$ cat src/rtl/frog_pkg.sv
// Shared definitions for the Frog program loader and CPU.
// Contents:
//   frog_state_e    loader FSM states
//   FROG_ADDR_W     program RAM address width (256 words)
//   FROG_DATA_W     program RAM word width (two bytes per word)
//   FROG_SYNC_BYTE  frame header byte
//   FROG_TIMEOUT    default idle-cycle limit inside a frame
//   frog_is_busy()  true for states that belong to an open frame
package frog_pkg;

  localparam int         FROG_ADDR_W    = 8;
  localparam int         FROG_DATA_W    = 16;
  localparam logic [7:0] FROG_SYNC_BYTE = 8'hA5;
  localparam int         FROG_TIMEOUT   = 50000;

  typedef enum logic [2:0] {
    S_IDLE  = 3'd0,
    S_COUNT = 3'd1,
    S_HI    = 3'd2,
    S_LO    = 3'd3,
    S_WRITE = 3'd4,
    S_CSUM  = 3'd5,
    S_DONE  = 3'd6,
    S_ERROR = 3'd7
  } frog_state_e;

  function automatic logic frog_is_busy(input frog_state_e s);
    logic r;
    case (s)
      S_COUNT, S_HI, S_LO, S_WRITE, S_CSUM: r = 1'b1;
      default:                              r = 1'b0;
    endcase
    return r;
  endfunction

endpackage

$ cat src/rtl/frog_idle_timer.sv
// Loadable idle down-counter used to detect a stalled byte stream.
// Ports:
//   clk         clock, posedge
//   rst_n       synchronous active-low reset
//   i_load      reload the counter with i_load_val (restarts the idle window)
//   i_load_val  reload value (idle cycles allowed minus one)
//   i_en        counting enabled; counter decrements and saturates at zero
//   o_expired   counting enabled and the window is used up
module frog_idle_timer #(
  parameter int WIDTH = 16
) (
  input  logic             clk,
  input  logic             rst_n,
  input  logic             i_load,
  input  logic [WIDTH-1:0] i_load_val,
  input  logic             i_en,
  output logic             o_expired
);

  logic [WIDTH-1:0] r_cnt;

  // Idle counter: reload has priority over counting down.
  always_ff @(posedge clk) begin
    if (!rst_n) begin
      r_cnt <= '0;
    end else if (i_load) begin
      r_cnt <= i_load_val;
    end else if (i_en && (r_cnt != '0)) begin
      r_cnt <= r_cnt - WIDTH'(1);
    end else begin
      r_cnt <= r_cnt;
    end
  end

  assign o_expired = i_en && (r_cnt == '0);

endmodule

$ cat src/rtl/frog_prog_loader.sv
// Frog instruction-memory loader: parses SYNC, N, N x {hi, lo}, CHK frames
// from a byte stream and writes the words to program RAM from address 0.
// The CPU is held (cpu_run=0) until a frame passes its XOR checksum.
// Ports:
//   clk, rst_n            clock and synchronous active-low reset
//   in_data/in_valid      byte source; a byte is taken when in_valid & in_ready
//   in_ready              loader accepts a byte this cycle (low in WRITE)
//   mem_we/addr/wdata     one-cycle RAM write strobe with address and word
//   cpu_run               program valid, CPU may fetch
//   load_err              sticky checksum/timeout flag, cleared by next SYNC
//   busy                  a frame is in progress
module frog_prog_loader
  import frog_pkg::*;
#(
  parameter int         ADDR_W    = FROG_ADDR_W,
  parameter int         DATA_W    = FROG_DATA_W,
  parameter logic [7:0] SYNC_BYTE = FROG_SYNC_BYTE,
  parameter int         TIMEOUT   = FROG_TIMEOUT
) (
  input  logic              clk,
  input  logic              rst_n,
  input  logic [7:0]        in_data,
  input  logic              in_valid,
  output logic              in_ready,
  output logic              mem_we,
  output logic [ADDR_W-1:0] mem_addr,
  output logic [DATA_W-1:0] mem_wdata,
  output logic              cpu_run,
  output logic              load_err,
  output logic              busy
);

  // Timer holds TIMEOUT-1 so it reads zero during the TIMEOUT-th idle cycle.
  localparam int            TW    = (TIMEOUT < 2) ? 1 : $clog2(TIMEOUT);
  localparam logic [TW-1:0] TLOAD = (TIMEOUT == 0) ? '0 : TW'(TIMEOUT - 1);
  localparam logic          TO_EN = (TIMEOUT != 0);

  frog_state_e       r_state;
  frog_state_e       w_state_nxt;
  logic [ADDR_W-1:0] r_addr;
  logic [8:0]        r_remain;      // words still to write, 1..256
  logic [7:0]        r_chk;
  logic [7:0]        r_hi;
  logic [DATA_W-1:0] r_wdata;
  logic              r_in_ready;
  logic              r_mem_we;
  logic              r_cpu_run;
  logic              r_load_err;
  logic              r_busy;

  logic w_accept;
  logic w_sync;
  logic w_timed;
  logic w_expired;
  logic w_timeout;

  assign w_accept = in_valid & r_in_ready;
  assign w_sync   = w_accept && (in_data == SYNC_BYTE);
  assign w_timed  = (r_state == S_COUNT) || (r_state == S_HI) ||
                    (r_state == S_LO)    || (r_state == S_CSUM);
  // An accepted byte in the last idle cycle still counts as on time.
  assign w_timeout = TO_EN & w_timed & w_expired & ~w_accept;

  frog_idle_timer #(.WIDTH(TW)) u_idle_timer (
    .clk        (clk),
    .rst_n      (rst_n),
    .i_load     (~w_timed | w_accept),
    .i_load_val (TLOAD),
    .i_en       (w_timed),
    .o_expired  (w_expired)
  );

  // Next-state decode for the frame parser.
  always_comb begin
    w_state_nxt = r_state;
    case (r_state)
      S_IDLE, S_DONE, S_ERROR: begin
        if (w_sync) w_state_nxt = S_COUNT;
        else        w_state_nxt = r_state;
      end
      S_COUNT: begin
        if (w_accept)       w_state_nxt = S_HI;
        else if (w_timeout) w_state_nxt = S_ERROR;
        else                w_state_nxt = r_state;
      end
      S_HI: begin
        if (w_accept)       w_state_nxt = S_LO;
        else if (w_timeout) w_state_nxt = S_ERROR;
        else                w_state_nxt = r_state;
      end
      S_LO: begin
        if (w_accept)       w_state_nxt = S_WRITE;
        else if (w_timeout) w_state_nxt = S_ERROR;
        else                w_state_nxt = r_state;
      end
      S_WRITE: begin
        if (r_remain == 9'd1) w_state_nxt = S_CSUM;
        else                  w_state_nxt = S_HI;
      end
      S_CSUM: begin
        if (w_accept) begin
          if (in_data == r_chk) w_state_nxt = S_DONE;
          else                  w_state_nxt = S_ERROR;
        end else if (w_timeout) begin
          w_state_nxt = S_ERROR;
        end else begin
          w_state_nxt = r_state;
        end
      end
      default: w_state_nxt = S_IDLE;
    endcase
  end

  // State register, datapath and registered outputs.
  always_ff @(posedge clk) begin
    if (!rst_n) begin
      r_state    <= S_IDLE;
      r_addr     <= '0;
      r_remain   <= 9'd0;
      r_chk      <= 8'd0;
      r_hi       <= 8'd0;
      r_wdata    <= '0;
      r_in_ready <= 1'b0;
      r_mem_we   <= 1'b0;
      r_cpu_run  <= 1'b0;
      r_load_err <= 1'b0;
      r_busy     <= 1'b0;
    end else begin
      r_state    <= w_state_nxt;
      // Outputs follow the state being entered so they line up with it.
      r_in_ready <= (w_state_nxt != S_WRITE);
      r_mem_we   <= (w_state_nxt == S_WRITE);
      r_busy     <= frog_is_busy(w_state_nxt);
      case (r_state)
        S_IDLE, S_DONE, S_ERROR: begin
          if (w_sync) begin
            r_chk      <= 8'd0;
            r_addr     <= '0;
            r_cpu_run  <= 1'b0;
            r_load_err <= 1'b0;
          end
        end
        S_COUNT: begin
          if (w_accept) begin
            r_remain <= (in_data == 8'd0) ? 9'd256 : {1'b0, in_data};
            r_chk    <= r_chk ^ in_data;
          end else if (w_timeout) begin
            r_load_err <= 1'b1;
          end
        end
        S_HI: begin
          if (w_accept) begin
            r_hi  <= in_data;
            r_chk <= r_chk ^ in_data;
          end else if (w_timeout) begin
            r_load_err <= 1'b1;
          end
        end
        S_LO: begin
          if (w_accept) begin
            r_wdata <= {r_hi, in_data};
            r_chk   <= r_chk ^ in_data;
          end else if (w_timeout) begin
            r_load_err <= 1'b1;
          end
        end
        S_WRITE: begin
          r_addr   <= r_addr + ADDR_W'(1);
          r_remain <= r_remain - 9'd1;
        end
        S_CSUM: begin
          if (w_accept) begin
            if (in_data == r_chk) r_cpu_run  <= 1'b1;
            else                  r_load_err <= 1'b1;
          end else if (w_timeout) begin
            r_load_err <= 1'b1;
          end
        end
        default: begin
          r_addr <= r_addr;
        end
      endcase
    end
  end

  assign in_ready  = r_in_ready;
  assign mem_we    = r_mem_we;
  assign mem_addr  = r_addr;
  assign mem_wdata = r_wdata;
  assign cpu_run   = r_cpu_run;
  assign load_err  = r_load_err;
  assign busy      = r_busy;

endmodule

$ cat config.mk
export PLATFORM = sky130hd
export DESIGN_NAME = frog_prog_loader
export DESIGN_NICKNAME = d
export VERILOG_FILES = /design/src/rtl/frog_pkg.sv /design/src/rtl/frog_idle_timer.sv /design/src/rtl/frog_prog_loader.sv
export SDC_FILE = /design/constraint.sdc
export NUM_CORES = 1
export LEC_CHECK = 0
export CAP_MARGIN = 10
export CORE_ASPECT_RATIO = 1.75
export CORE_MARGIN = 5
export CORE_UTILIZATION = 56
export CTS_CLUSTER_DIAMETER = 60
export DETAILED_ROUTE_END_ITERATION = 16
export MAX_ROUTING_LAYER = met4
export PLACE_DENSITY_LB_ADDON = 0.2
export SYNTH_ARGS = -nofsm -noshare
export SYNTH_HDL_FRONTEND = slang
export SYNTH_SLANG_ARGS = --single-unit
export TNS_END_PERCENT = 50
$ cat constraint.sdc
create_clock -name clk -period 2.41 [get_ports clk]
set_input_delay 0.482 -clock clk [delete_from_list [all_inputs] [get_ports clk]]
set_output_delay 0.482 -clock clk [all_outputs]
set_load 0.02 [all_outputs]
==> impl_metrics.json, run 1 <==
{
  "status": "finished, final reports clean",
  "arrival_ns": 2.49,
  "fin_cells": 564,
  "start_util_pct": 56.92,
  "numCtsBuffers": 9,
  "p_per_area_nw_per_um2": 511.6,
  "io_buffers": 39,
  "cts_sinks": 73,
  "drtPass1Iterations": 4,
  "area_growth_pct": 23.30,
  "final_cell_mix": "dfxtp_1, nand2_1, nor2_1, a21oi_1, clkdlybuf4s50_1",
  "synth_area_um2": 3491,
  "setup_slack_ns": 0.1348,
  "tightest_slew_ns": 0.6067,
  "syn_inst": 421,
  "cpPeakStageDelay_ns": 0.55,
  "die-area_um2": 7975,
  "r2r-end": "r_remain[7]",
  "synth_cell_types": 55,
  "grt_pass1_wl_um": 14550,
  "finClkSkew_ns": 0.006341,
  "wl_um": 8621,
  "ys_seq_area_share_pct": 41.86,
  "synth_top_flop_cell": "dfxtp_1",
  "cp-start-kind": "input port",
  "p_leak_nw": 1.546,
  "drv_slew": 0,
  "nets": 496,
  "path_class": "input port to register",
  "synth-edff-count": 0,
  "drtAntennaViolNets": 0,
  "clock.fmax_mhz": 439.5,
  "cts_hold_buf": 0,
  "die_w_um": 69.69,
  "gp_congestion": 0.8815,
  "setup_viol": 0,
  "dp_hpwl_um": 6375,
  "diodes": 0,
  "ys_seq_elements": 73,
  "dp_worst_setup_slack_ns": -0.2337,
  "avgViaCountPerCell": 5.695,
  "synthArstFlopShare_pct": 0,
  "antenna_found_initial": 0,
  "period_minus_slack_ns": 2.275,
  "post-route-util_pct": 70.18,
  "track_usage_pct": 23.56,
  "cts_max_path_buffers": 2,
  "synth-warning-count": 0,
  "cp.depth": 6,
  "end_kind": "register",
  "r2r_slack_ns": 0.29,
  "clockRootBuffer": "clkbuf_8",
  "clk-insertion-delay-late_ns": 0.35,
  "whs_ns": 0.4550,
  "clk_pin_slew_worst_paths_ns": 0.07,
  "layout_commonest_cell": "dfxtp_1",
  "crit_slowest_cell": "or4_4",
  "timing.critical_path.from": "in_data[3]",
  "reg2reg_from": "r_state[2]",
  "crit_end": "r_chk[5]",
  "grt_pass1_vias": 3197,
  "drive_gt1_share_pct": 13.84,
  "grt_max_degree": 44,
  "relSlewSlack_pct": 59.45,
  "cap_violations": 0,
  "path_cells": "clkdlybuf4s50_1, or4_4, a2111o_1, and2_0, o21ai_1, a21oi_1",
  "drc_errors": 0,
  "cts_tree": "done",
  "cts_max_level": 3,
  "wl_per_cell_um": 15.29,
  "r2r_cells": 6,
  "finalHoldViolations": 0,
  "drtIter0Drc": 120,
  "cp_top_family": "simple AND/OR/NAND/NOR gates",
  "vias": 3212,
  "avgSynthCellArea_um2": 8.292,
  "core-area_um2": 6133,
  "grt_remaining_overflow": 0,
  "rsz0062_at_grt": "false",
  "path_buf_inv": 1,
  "ir_drop_mv": 0.4457,
  "synth_fp_nets": 437,
  "worst_ep_required_time_ns": 2.63,
  "post-cts-setup-buffers": 0,
  "path_max_fanout": 8,
  "die_h_um": 114.4,
  "hp-class": "register to register",
  "dp_cells": 549,
  "finalCritPeriodShare_pct": 94.41,
  "fp-row-count": 38,
  "ioPinCount": 40
}
cells in the mapped netlist (all sizes together) (4+ instances only):
cell type / instances / share of area (%)
dfxtp: 73 / 42
nand2: 52 / 5.6
nor2: 51 / 5.5
a21oi: 50 / 7.3
clkbuf: 21 / 2.3
o21ai: 20 / 2.9
nor3: 17 / 3.0
xor2: 14 / 3.5
nand3b: 11 / 2.4
nand3: 10 / 1.4
mux2i: 8 / 2.3
and3: 7 / 1.3
xnor2: 7 / 1.8
nand2b: 6 / 1.1
nor4: 6 / 2.1
a31oi: 5 / 0.90
and2: 5 / 0.97
ha: 5 / 1.8
inv: 5 / 0.54
or3: 5 / 1.0
or4: 5 / 1.4
buf: 4 / 1.1
nand4: 4 / 0.72
kinds of logic (layout without fill, tap and decap cells):
group	count (synthesis)	in the layout	synth area share (%)
AO/OA/AOI/OAI	96	96	16.20
XOR/XNOR	21	21	5.269
adder cells (fa/ha/maj)	5	5	1.792
buffers and inverters	30	93	3.871
flip-flops	73	73	41.86
multiplexers	8	8	2.294
AND/OR/NAND/NOR	188	188	28.71
final cells by class:
class,count,area [um^2]
multi-input combinational,318,1906
tap,80,100.1
clock inverter,2,13.76
fill,500,1829
sequential,73,1461
timing repair buffer,73,645.6
clock buffer,13,158.9
inverter,5,18.77
registers in the layout, indices dropped and copies added (netlist names):
register            count
busy                    1
r_hi                    8
load_err                1
r_state                 3
r_remain                9
mem_wdata              16
mem_addr                8
in_ready                1
u_idle_timer.r_cnt     16
r_chk                   8
cpu_run                 1
mem_we                  1
per-stage QoR:
step	TNS, ns	power (mW)	area, um^2
finish	0	2.202	4304
global route	0	2.296	4304
CTS	0	2.226	4293
detailed placement	-2.480	1.382	4120
global placement	-1.764	1.379	4120
floorplan	0	1.319	3491
how the worst min path moves through the flow:
stage | start | endpoint | slack [ns] | depth (start not counted)
floorplan | r_hi[2] | mem_wdata[10] | 0.43 | 2
global placement | r_hi[1] | mem_wdata[9] | 0.44 | 2
detailed placement | r_hi[7] | mem_wdata[15] | 0.44 | 2
CTS | r_hi[1] | mem_wdata[9] | 0.45 | 2
global route | r_hi[0] | mem_wdata[8] | 0.47 | 2
finish | r_hi[1] | mem_wdata[9] | 0.46 | 2
worst reg2reg max path, stage by stage (launching register included):
cell and delay [ns]:
dfxtp_1 0.69, nor2b_1 0.39, nand2b_1 0.12, nor3_1 0.31, buf_4 0.20, a211oi_1 0.07, a311oi_1 0.25
what timing repair did:
item | in CTS | in global routing
resized for setup | 0 | 2
hold endpoints to repair | 0 | 0
endpoints found under the setup margin | 0 | 3
layer usage:
metal	share of wire (%)	vias up	GRT usage (%)
li1	-	1597	-
met1	39	1516	23.23
met2	55	75	42.73
met3	3.0	24	4.657
met4	3.4	0	13.43
met5	0	-	-
power breakdown:
part | switching, mW | internal, mW
clock network | 0.421 | 0.425
registers | 0.00988 | 1.22
logic | 0.0720 | 0.0583
total | 0.503 | 1.70
No activity file was read; power rests on OpenSTA's default activity.
==> inputs of run 2 (changes only) <==
Settings changed: CORE_MARGIN 5 to 1, CORE_UTILIZATION 56 to 50, TNS_END_PERCENT 50 to unset.
Clock period 2.41 ns to 1.9 ns, I/O delays scaled along.
==> impl_metrics.json, run 2 (synthesis gave the netlist of run 1 again) <==
{
  "final_cell_mix": "dfxtp_1, buf_4, nand2_1, nor2_1, a21oi_1",
  "die_h_um": 112.5,
  "power.total_mw": 3.251,
  "r2r_slack_ns": -0.03,
  "die-area_um2": 7333,
  "p_per_area_nw_per_um2": 683.1,
  "path_max_fanout": 5,
  "fp-row-count": 40,
  "ioPinCount": 40,
  "drtIter0Drc": 160,
  "crit_slowest_cell": "or4_4",
  "area_growth_pct": 36.34,
  "grt_max_degree": 35,
  "finClkSkew_ns": 0.004121,
  "r2r_cells": 6,
  "path_buf_inv": 0,
  "layout_commonest_cell": "dfxtp_1",
  "p_leak_nw": 1.789,
  "gp_congestion": 0.8601,
  "clockRootBuffer": "clkbuf_16",
  "regArea_um2": 1465,
  "cp_top_family": "simple AND/OR/NAND/NOR gates",
  "drive_gt1_share_pct": 21.73,
  "start_util_pct": 51.29,
  "finalCritPeriodShare_pct": 101.7,
  "worstHoldPathCells": 2,
  "grt_pass1_vias": 3348,
  "path_class": "register to register",
  "cts_sinks": 73,
  "end_kind": "register",
  "hp-class": "register to register",
  "clk_pin_slew_worst_paths_ns": 0.05,
  "drv_slew": 0,
  "diodes": 0,
  "grt_pass1_wl_um": 14990,
  "rsz0062_at_grt": "true",
  "dp_hpwl_um": 6709,
  "drtPass1Iterations": 4,
  "whs_ns": 0.4514,
  "die_w_um": 65.16,
  "status": "complete, but fails checks",
  "nets": 532,
  "avgViaCountPerCell": 5.611,
  "clk-insertion-delay-late_ns": 0.34,
  "period_minus_slack_ns": 1.933,
  "cpPeakStageDelay_ns": 0.56,
  "relSlewSlack_pct": 74.41,
  "cts_max_level": 3,
  "track_usage_pct": 27.56,
  "vias": 3389,
  "core-area_um2": 6807,
  "finalHoldViolations": 0,
  "io_buffers": 39,
  "dp_worst_setup_slack_ns": -0.5898,
  "grt_remaining_overflow": 0,
  "cp.depth": 6,
  "setup_viol": 1,
  "cts_max_path_buffers": 2,
  "final_cell_area_um2": 4760,
  "arrival_ns": 2.16,
  "drc_errors": 0,
  "setup_slack_ns": -0.03262,
  "antenna_found_initial": 0,
  "ir_drop_mv": 0.6063,
  "path_cells": "or4_4, nor4_4, nor2_2, o211ai_1, o211ai_1, and3_1",
  "cap_violations": 0,
  "numCtsBuffers": 9,
  "tightest_slew_ns": 0.3809,
  "drtAntennaViolNets": 0,
  "path_common_cell": "o211ai_1",
  "cts_tree": "done",
  "worst_ep_required_time_ns": 2.13,
  "dpl_cell_area_um2": 4360,
  "wl_um": 9306,
  "clock.fmax_mhz": 517.4,
  "wl_per_cell_um": 15.41,
  "violations": "negative setup slack",
  "multiInputGateArea_um2": 1971,
  "n_fill_cell": 572,
  "cp-start-kind": "register"
}
[run 2: timing repair]
action	CTS	global route
hold endpoints to repair	0	0
pin swaps	12	15
hold buffers	0	0
buffers inserted	3	5
gates resized for setup	15	16
endpoints found under the setup margin	21	21
[run 2: layout make-up]
cell class                      count  share of cell area, %
Multi-Input combinational cell    318                  41.40
Sequential cell                    73                  30.78
Timing Repair Buffer              109                  19.79
Clock buffer                       15                  5.415
Tap cell                           84                  2.208
Inverter                            5                 0.3943
[run 2: routing by layer]
layer	routed length (um)	track usage, %	share of wire, %
met5	0	-	0
met3	331	5.793	3.6
met4	350	15.94	3.8
met1	3550	25.81	38
met2	5074	49.69	55
[run 2: where the power goes]
part | switching, mW | internal, mW | total (mW) | leakage [nW]
registers | 0.00917 | 1.54 | 1.55 | 0.592
clock network | 0.588 | 0.914 | 1.50 | 0.124
logic | 0.104 | 0.0933 | 0.198 | 1.07
[run 2: metrics by stage]
stage                     util [%]  setup TNS, ns  cells
final                        69.93       -0.03262    604
after global routing         69.93        -0.3654    604
after CTS                    68.47       -0.03999    599
after detailed placement     64.06         -10.96    581
after global placement       64.06         -10.16    581
after floorplan                  -              0    421
[run 2: worst paths after layout]
check	startpoint	endpoint
min reg2reg	r_hi[6]	mem_wdata[14]
max reg2reg	r_remain[2]	mem_we
max	r_remain[2]	mem_we
min	r_hi[6]	mem_wdata[14]
[run 2: tightest hold or removal path: cells and delay by family (launching register included)]
kind	cells	cell delay, ns
AO/OA/AOI/OAI	1	0.05
AND/OR/NAND/NOR	1	0.05
flip-flops	1	0.30
==> inputs of run 3 (changes only) <==
Settings changed: PLACE_DENSITY_LB_ADDON 0.2 to 0.12.
==> impl_metrics.json, run 3 (synthesis gave the netlist of run 1 again) <==
{
  "status": "finished, final reports clean",
  "power.switching_mw": 0.7194,
  "path_class": "register to register",
  "core-area_um2": 6807,
  "grt_pass1_wl_um": 15260,
  "wl_um": 9184,
  "drv_slew": 0,
  "path_max_fanout": 3,
  "ir_drop_mv": 0.6551,
  "worst_ep_required_time_ns": 2.12,
  "internal-power_mw": 2.509,
  "track_usage_pct": 27.88,
  "die-area_um2": 7333,
  "drtIter0Drc": 104,
  "fin_cells": 600,
  "whs_endpoint": "mem_wdata[8]",
  "hold_start": "r_hi[0]",
  "r2r-end": "mem_we",
  "layout_commonest_cell": "dfxtp_1",
  "power.total_mw": 3.228,
  "grt_remaining_overflow": 0,
  "p_per_area_nw_per_um2": 682.9,
  "arrival_ns": 2.10,
  "cap_violations": 0,
  "area_growth_pct": 35.41,
  "drc_errors": 0,
  "period_minus_slack_ns": 1.881,
  "fp-row-count": 40,
  "end_kind": "register",
  "final_cell_mix": "dfxtp_1, buf_4, nand2_1, nor2_1, a21oi_1",
  "drive_gt1_share_pct": 22.09,
  "tightest_slew_ns": 0.4021,
  "clock.fmax_mhz": 531.6,
  "clkPwrFrac_pct": 45.9,
  "antenna_found_initial": 0,
  "dp_hpwl_um": 6691,
  "diodes": 0,
  "cp-start-kind": "register",
  "start_util_pct": 51.29,
  "grt_max_degree": 39,
  "grt_pass1_vias": 3352,
  "drtAntennaViolNets": 0,
  "cts_sinks": 73,
  "vias": 3287,
  "drtPass1Iterations": 4,
  "die_w_um": 65.16,
  "setup_viol": 0,
  "io_buffers": 39,
  "die_h_um": 112.5,
  "dp_cells": 582,
  "rsz0062_at_grt": "true",
  "p_leak_nw": 1.773,
  "cts_max_path_buffers": 2,
  "seq_power_share_pct": 48.1,
  "gp_congestion": 0.8703,
  "r2r_slack_ns": 0.02,
  "avgViaCountPerCell": 5.478,
  "cts_hold_buf": 0,
  "clk_pin_slew_worst_paths_ns": 0.05,
  "cts_tree": "done",
  "clk-insertion-delay-late_ns": 0.33,
  "cts_max_level": 3,
  "reg2reg_from": "r_remain[2]",
  "r2r_cells": 6,
  "finClkSkew_ns": 0.003548,
  "finalHoldViolations": 0,
  "clockRootBuffer": "clkbuf_16",
  "hp-class": "register to register",
  "sw_frac_of_total_pct": 22.29,
  "p_comb_share_pct": 6.0,
  "nets": 527,
  "ioPinCount": 40,
  "numCtsBuffers": 9,
  "wl_per_cell_um": 15.31,
  "finalCritPeriodShare_pct": 99.01,
  "worstHoldPathCells": 2,
  "relSlewSlack_pct": 73.19
}
run 3: changes by cell type in the layout (fill, tap and decap cells not counted), sizes merged:
| cell | delta |
|---|---|
| dlygate4sd2 | +2 |
| clkinv | +4 |
| buf | -5 |
| dlymetal6s2s | -1 |
| clkbuf | -3 |
| clkdlybuf4s15 | -1 |
run 3: worst max-delay path: stages, from the launching register on:
cell and delay, ns:
dfxtp_2 0.32, or4_4 0.55, nor4_4 0.26, nor2_1 0.09
o211ai_1 0.18, o211ai_1 0.18, and3_1 0.21
run 3: power groups by stage:
stage | clock network, mW | registers (mW) | logic, mW
floorplan | 0 | 1.59 | 0.0853
global placement | 0 | 1.58 | 0.192
detailed placement | 0 | 1.58 | 0.194
CTS | 1.52 | 1.55 | 0.193
global route | 1.58 | 1.55 | 0.211
finish | 1.48 | 1.55 | 0.195
run 3: cell type report:
cell class,count,area (um^2)
flip-flops and latches,73,1464
inverters,5,18.77
repair buffers,104,905.9
clock inverters,4,20.02
multi-input cells,318,1977
well taps,84,105.1
clock buffers,12,236.5
fillers,611,2079
run 3: per-stage QoR:
stage	setup TNS [ns]	setup WS [ns]	hold slack, ns	utilization, %	cell area (um^2)
2_1_floorplan	0	0.008527	0.4312	-	3491
3_3_place_gp	-10.51	-0.4796	0.4430	64.17	4368
3_5_place_dp	-11.39	-0.5044	0.4485	64.17	4368
4_1_cts	-0.003003	-0.003003	0.4566	68.64	4672
5_1_grt	-0.2508	-0.05496	0.4759	69.45	4727
6_report	0	0.01883	0.4558	69.45	4727
run 3: worst max-delay path by stage:
stage / from / cells past startpoint / to
2_1_floorplan: in_data[3] / 7 / mem_addr[4]
3_3_place_gp: in_data[2] / 8 / r_remain[8]
3_5_place_dp: in_data[1] / 6 / r_chk[5]
4_1_cts: u_idle_timer.r_cnt[6] / 6 / u_idle_timer.r_cnt[15]
5_1_grt: r_remain[2] / 6 / mem_we
6_report: r_remain[2] / 6 / mem_we
run 3: per-layer routing:
layer | routed length, um | track usage (%)
met5 | 0 | -
met4 | 312 | 13.91
met3 | 254 | 4.878
met2 | 5076 | 50.45
met1 | 3540 | 27.53
run 3: repair_timing:
item,CTS,global route
buffers inserted,1,1
pin swaps,9,15
endpoints found under the setup margin,22,19
resized for setup,18,14
